### config.mk
export PLATFORM = sky130hd
export DESIGN_NAME = bnn_sequencer
export DESIGN_NICKNAME = d
export VERILOG_FILES = /design/src/rtl/bnn_pkg.sv /design/src/rtl/bnn_pix_addr_gen.sv /design/src/rtl/bnn_sequencer.sv
export SDC_FILE = /design/constraint.sdc
export NUM_CORES = 1
export LEC_CHECK = 0
export ABC_AREA = 1
export CORE_UTILIZATION = 25
export DETAILED_ROUTE_END_ITERATION = 8
export PLACE_DENSITY_LB_ADDON = 0.1
export SYNTH_ARGS = -nofsm -noshare
export SYNTH_HDL_FRONTEND = slang
export SYNTH_SLANG_ARGS = --single-unit
### constraint.sdc
create_clock -name clk -period 1.6 [get_ports clk]
set_input_delay 0.32 -clock clk [delete_from_list [all_inputs] [get_ports clk]]
set_output_delay 0.32 -clock clk [all_outputs]
set_load 0.03 [all_outputs]
### src/rtl/bnn_pkg.sv
// Shared definitions for the binary-network MNIST datapath.
// The global state encoding is shared by the sequencer and every layer block.
package bnn_pkg;

    localparam int IMG_DIM = 28;
    localparam int CLASS_W = 4;

    typedef enum logic [2:0] {
        s_IDLE    = 3'b000,
        s_LOAD    = 3'b001,
        s_LAYER_1 = 3'b010,
        s_LAYER_2 = 3'b011,
        s_LAYER_3 = 3'b100,
        s_DONE    = 3'b101
    } state_t;

    function automatic logic is_layer_state(input state_t s);
        return (s == s_LAYER_1) || (s == s_LAYER_2) || (s == s_LAYER_3);
    endfunction

endpackage

### src/rtl/bnn_pix_addr_gen.sv
// Row-major pixel address generator for image-buffer writes.
// The column runs fastest; the transfer at the last pixel wraps both counters to zero.
module bnn_pix_addr_gen #(
    parameter int IMG_DIM = bnn_pkg::IMG_DIM
) (
    input  logic       clk,
    input  logic       rst_n,
    input  logic       clr,
    input  logic       advance,
    output logic [4:0] row,
    output logic [4:0] col,
    output logic       last
);

    localparam logic [4:0] DIM_MAX = 5'(IMG_DIM - 1);

    logic [4:0] row_q, row_d;
    logic [4:0] col_q, col_d;

    assign last = (row_q == DIM_MAX) && (col_q == DIM_MAX);

    always_comb begin
        row_d = row_q;
        col_d = col_q;
        if (clr) begin
            row_d = '0;
            col_d = '0;
        end else if (advance) begin
            if (col_q == DIM_MAX) begin
                col_d = '0;
                row_d = last ? '0 : row_q + 1'b1;
            end else begin
                col_d = col_q + 1'b1;
            end
        end
    end

    always_ff @(posedge clk) begin
        if (!rst_n) begin
            row_q <= '0;
            col_q <= '0;
        end else begin
            row_q <= row_d;
            col_q <= col_d;
        end
    end

    assign row = row_q;
    assign col = col_q;

endmodule

### src/rtl/bnn_sequencer.sv
// Top-level sequencer: pixel load, layer walk, class capture and latency count.
// Define BNN_SEQ_WATCHDOG_EN to abort a stuck layer after TIMEOUT cycles and flag error.
module bnn_sequencer #(
    parameter int IMG_DIM = bnn_pkg::IMG_DIM,
    parameter int CLASS_W = bnn_pkg::CLASS_W,
    parameter int CNT_W   = 16,
    parameter int TIMEOUT = 4096
) (
    input  logic               clk,
    input  logic               rst_n,
    input  logic               start,
    input  logic               pix_valid,
    input  logic               pix_bit,
    output logic               pix_ready,
    output logic               pix_we,
    output logic [4:0]         pix_row,
    output logic [4:0]         pix_col,
    output logic [2:0]         state,
    output logic               layer_rst_n,
    input  logic               l1_done,
    input  logic               l2_done,
    input  logic               l3_done,
    input  logic [CLASS_W-1:0] l3_class,
    output logic [CLASS_W-1:0] result,
    output logic               result_valid,
    output logic [CNT_W-1:0]   latency,
    output logic               error
);

    import bnn_pkg::*;

    state_t state_q, state_d;

    logic               start_acc;
    logic               xfer;
    logic               last_pix;
    logic               in_layer;
    logic               cur_done;
    logic               wd_fire;

    logic [CLASS_W-1:0] result_q, result_d;
    logic               result_valid_q, result_valid_d;
    logic [CNT_W-1:0]   latency_q, latency_d;
    logic               layer_rst_n_q, layer_rst_n_d;

    // The image buffer takes pix_bit directly; only the strobe and address come from here.
    logic unused_pix_bit;
    assign unused_pix_bit = pix_bit;

    assign start_acc = start && (state_q == s_IDLE || state_q == s_DONE);
    assign xfer      = pix_valid && (state_q == s_LOAD);
    assign in_layer  = is_layer_state(state_q);

    always_comb begin
        case (state_q)
            s_LAYER_1: cur_done = l1_done;
            s_LAYER_2: cur_done = l2_done;
            s_LAYER_3: cur_done = l3_done;
            default:   cur_done = 1'b0;
        endcase
    end

    bnn_pix_addr_gen #(
        .IMG_DIM(IMG_DIM)
    ) u_addr_gen (
        .clk    (clk),
        .rst_n  (rst_n),
        .clr    (start_acc),
        .advance(xfer),
        .row    (pix_row),
        .col    (pix_col),
        .last   (last_pix)
    );

    always_ff @(posedge clk) begin
        if (!rst_n) state_q <= s_IDLE;
        else        state_q <= state_d;
    end

    // A layer's done wins over a watchdog expiry landing on the same cycle.
    always_comb begin
        state_d = state_q;
        case (state_q)
            s_IDLE, s_DONE: if (start_acc) state_d = s_LOAD;
            s_LOAD:         if (xfer && last_pix) state_d = s_LAYER_1;
            s_LAYER_1:      if (l1_done) state_d = s_LAYER_2;
                            else if (wd_fire) state_d = s_IDLE;
            s_LAYER_2:      if (l2_done) state_d = s_LAYER_3;
                            else if (wd_fire) state_d = s_IDLE;
            s_LAYER_3:      if (l3_done) state_d = s_DONE;
                            else if (wd_fire) state_d = s_IDLE;
            default:        state_d = s_IDLE;
        endcase
    end

    always_comb begin
        pix_ready      = (state_q == s_LOAD);
        pix_we         = pix_valid && pix_ready;
        result_d       = result_q;
        result_valid_d = result_valid_q;
        latency_d      = latency_q;
        layer_rst_n_d  = !start_acc;
        if (start_acc) begin
            latency_d      = '0;
            result_valid_d = 1'b0;
        end else if ((state_q == s_LOAD || in_layer) && latency_q != '1) begin
            latency_d = latency_q + 1'b1;
        end
        if (state_q == s_LAYER_3 && l3_done) begin
            result_d       = l3_class;
            result_valid_d = 1'b1;
        end
    end

    always_ff @(posedge clk) begin
        if (!rst_n) begin
            result_q       <= '0;
            result_valid_q <= 1'b0;
            latency_q      <= '0;
            layer_rst_n_q  <= 1'b0;
        end else begin
            result_q       <= result_d;
            result_valid_q <= result_valid_d;
            latency_q      <= latency_d;
            layer_rst_n_q  <= layer_rst_n_d;
        end
    end

`ifdef BNN_SEQ_WATCHDOG_EN
    localparam int WD_W = (TIMEOUT > 2) ? $clog2(TIMEOUT) : 1;

    logic [WD_W-1:0] wd_q, wd_d;
    logic            error_q, error_d;

    assign wd_fire = in_layer && !cur_done && (wd_q == WD_W'(TIMEOUT - 1));

    // Any state change restarts the count, so each layer gets a fresh budget.
    always_comb begin
        wd_d    = wd_q;
        error_d = error_q;
        if (state_d != state_q) wd_d = '0;
        else if (in_layer)      wd_d = wd_q + 1'b1;
        if (start_acc)    error_d = 1'b0;
        else if (wd_fire) error_d = 1'b1;
    end

    always_ff @(posedge clk) begin
        if (!rst_n) begin
            wd_q    <= '0;
            error_q <= 1'b0;
        end else begin
            wd_q    <= wd_d;
            error_q <= error_d;
        end
    end

    assign error = error_q;
`else
    logic unused_timeout;
    assign unused_timeout = ^32'(TIMEOUT);
    assign wd_fire        = 1'b0;
    assign error          = 1'b0;
`endif

    assign state        = state_q;
    assign layer_rst_n  = layer_rst_n_q;
    assign result       = result_q;
    assign result_valid = result_valid_q;
    assign latency      = latency_q;

endmodule
==> results.json, run 1 <==
{
  "die_h_um": 88.88,
  "cts_buffers": 5,
  "gp_congestion": 0.7903,
  "postCtsHoldBufs": 0,
  "synth_cell_types": 26,
  "synth_nets": 300,
  "drv_cap": 0,
  "p_sw_w": 0.001517,
  "path_max_fanout": 5,
  "die_w_um": 88.88,
  "dr.first_iter.drc_count": 69,
  "die_area_um2": 7899,
  "finalNetCount": 383,
  "drc_errors": 0,
  "fin_cells": 468,
  "hold_violations": 0,
  "antenna_cells": 0,
  "p_total_w": 0.003539,
  "setup_viol": 0,
  "clk_pin_slew_ps": 80,
  "area_delta_synth_final_pct": 47.48,
  "period_share_pct": 95.89,
  "start_kind": "flip-flop",
  "dp_cells": 457,
  "core_area_um2": 7292,
  "wl_um": 4774,
  "max_freq_mhz": 651.8,
  "clk_path_buf_depth": 2,
  "insertion_delay_ps": 290,
  "finalCriticalPeriod_ps": 1534,
  "criticalPathCategory": "reg2out",
  "layout_commonest_cell": "nand2_1",
  "tritoncts": "done",
  "min_path_type": "reg2reg",
  "grt_overflow": 0,
  "final_antenna_net_count": 0,
  "dr.pass1.iters": 4,
  "peakVddDrop_mv": 0.9664,
  "pre_cts_ws_ps": 11.84,
  "dpl.hpwl_um": 3691,
  "combPwrFrac_pct": 52.0,
  "routedWlPerCell_um": 10.20,
  "place_area_um2": 2678,
  "timing.final.ws_setup_ps": 65.79,
  "rows": 31,
  "grt_pass1_vias": 1823,
  "vias": 1989,
  "antenna_found_initial": 0,
  "viasPerCell": 4.250,
  "clock-sinks": 35,
  "synth_area_um2": 1887,
  "power_density_nw_per_um2": 1272,
  "hold_start": "result[0]",
  "grt_usage_pct": 13.53,
  "cp.required_ps": 1280,
  "final_area_um2": 2783,
  "drive_gt1_share_pct": 18.43,
  "finalMaxSlewViolations": 0,
  "final_cell_mix": "83 x nand2_1, 35 x nor2_1, 34 x dlygate4sd2_1, 34 x buf_4, 29 x inv_1",
  "start_util_pct": 25.88,
  "arrival_ps": 1210,
  "yosysWarnings": 0,
  "r2r_cells": 8,
  "root_buffer": "clkbuf_8",
  "syn_avg_cell_area_um2": 6.620,
  "pwr-share-seq_pct": 30.3,
  "swShare_pct": 42.87,
  "reg2reg_from": "latency[14]",
  "cp-startpoint": "state[1]",
  "synth_seq_area_share_pct": 37.14,
  "synthCells": 285,
  "cts_max_level": 2,
  "internal_power_w": 0.002022,
  "status": "finished, final reports clean",
  "io_buffers": 47,
  "ioPinCount": 50,
  "synth_seq_cells": 35,
  "leakagePower_nw": 1.280,
  "clock_power_share_pct": 17.7,
  "hold_path_depth": 2,
  "end_kind": "primary output",
  "fin_skew_ps": 7.243,
  "grt_start_max_net_pins": 15,
  "grt_pass1_wl_um": 8293
}
[kinds of logic after synthesis]
family                     Yosys count  share of synthesized area, %
and+or+nand+nor                    164                         37.80
AOI/OAI and AO/OA                   36                         9.881
buffers and inverters               36                         8.355
DFF                                 35                         37.14
xor gates and xnor gates            10                         4.642
adders and majority gates            3                         1.990
other                                1                        0.1987
[final timing paths]
path	to	slack [ps]
worst min register to register	result[0]	460
worst min-delay path	result[0]	460
worst max register to register	latency[15]	150
worst max-delay path	pix_we	70
[flip-flops by register name (all words and copies together) (netlist names)]
register / cells
u_addr_gen.row: 5
state: 3
result: 4
latency: 16
u_addr_gen.col: 5
result_valid: 1
layer_rst_n: 1
[metal layers]
| metal | track usage (%) | up-vias | wire [µm] | part of all wire [%] |
|---|---|---|---|---|
| li1 | - | 1073 | - | - |
| met1 | 17.44 | 878 | 2391 | 50 |
| met2 | 22.52 | 34 | 2180 | 46 |
| met3 | 2.799 | 4 | 151 | 3.2 |
| met4 | 4.399 | 0 | 51 | 1.1 |
| met5 | 0 | - | 0 | 0 |
[final cells by class]
| cell class | instances | area [µm²] |
|---|---|---|
| Multi-Input combinational cell | 214 | 1046 |
| Timing Repair Buffer | 81 | 688.2 |
| Fill cell | 828 | 4509 |
| Inverter | 31 | 121.4 |
| Clock inverter | 3 | 15.01 |
| Clock buffer | 5 | 68.82 |
| Tap cell | 99 | 123.9 |
| Sequential cell | 35 | 719.4 |
[metrics by stage]
stage	setup TNS [ps]	hold WS [ps]	utilization [%]
finish	0	457.3	38.16
global route	-12.38	475.7	38.16
CTS	0	461.1	37.51
detailed placement	0	453.3	36.72
global placement	0	451.5	36.72
floorplan	0	433.4	-
[synthesized netlist by cell type (all sizes together)]
library cell / number / area [µm²]
buf: 4 / 37.53
o21bai: 1 / 7.510
nor3b: 1 / 7.510
dfxtp: 35 / 700.7
nor2: 43 / 196.4
o21ai: 12 / 63.81
nor3: 2 / 15.01
inv: 31 / 116.4
xor2: 5 / 43.79
nand3: 27 / 135.1
clkbuf: 1 / 3.750
ha: 3 / 37.54
and2: 1 / 6.260
conb: 1 / 3.750
nand2: 85 / 321.6
nand4: 5 / 31.28
xnor2: 5 / 43.79
a21oi: 23 / 115.1
[critical path, stage by stage (launching register included)]
cell and delay [ps]:
dfxtp_4 370, inv_4 70, nand3_2 80, buf_6 130, nor2_4 130, buf_6 140
[power by group through the flow]
stage | combinational, W | clock (W) | sequential [W]
6_report | 0.00184 | 0.000625 | 0.00107
5_1_grt | 0.00204 | 0.000705 | 0.00109
4_1_cts | 0.00179 | 0.000672 | 0.00105
3_5_place_dp | 0.00180 | 0 | 0.00108
3_3_place_gp | 0.00181 | 0 | 0.00108
2_1_floorplan | 0.000981 | 0 | 0.00125
[timing repair]
| item | CTS | global route |
|---|---|---|
| buffers inserted | 1 | 2 |
| setup endpoints to repair | 35 | 6 |
| pin swaps | 0 | 1 |
| resized for setup | 38 | 13 |
Power figures use the tool's default switching activity.
==> inputs of run 2 (changes only) <==
--- a/config.mk
+++ b/config.mk
@@ -6,6 +6,7 @@
 export NUM_CORES = 1
 export LEC_CHECK = 0
 export ABC_AREA = 1
+export CAP_MARGIN = 20
 export CORE_UTILIZATION = 25
 export DETAILED_ROUTE_END_ITERATION = 8
 export PLACE_DENSITY_LB_ADDON = 0.1
==> results of run 2 <==
The final DEF is identical to that of run 1; final timing and power are the same.
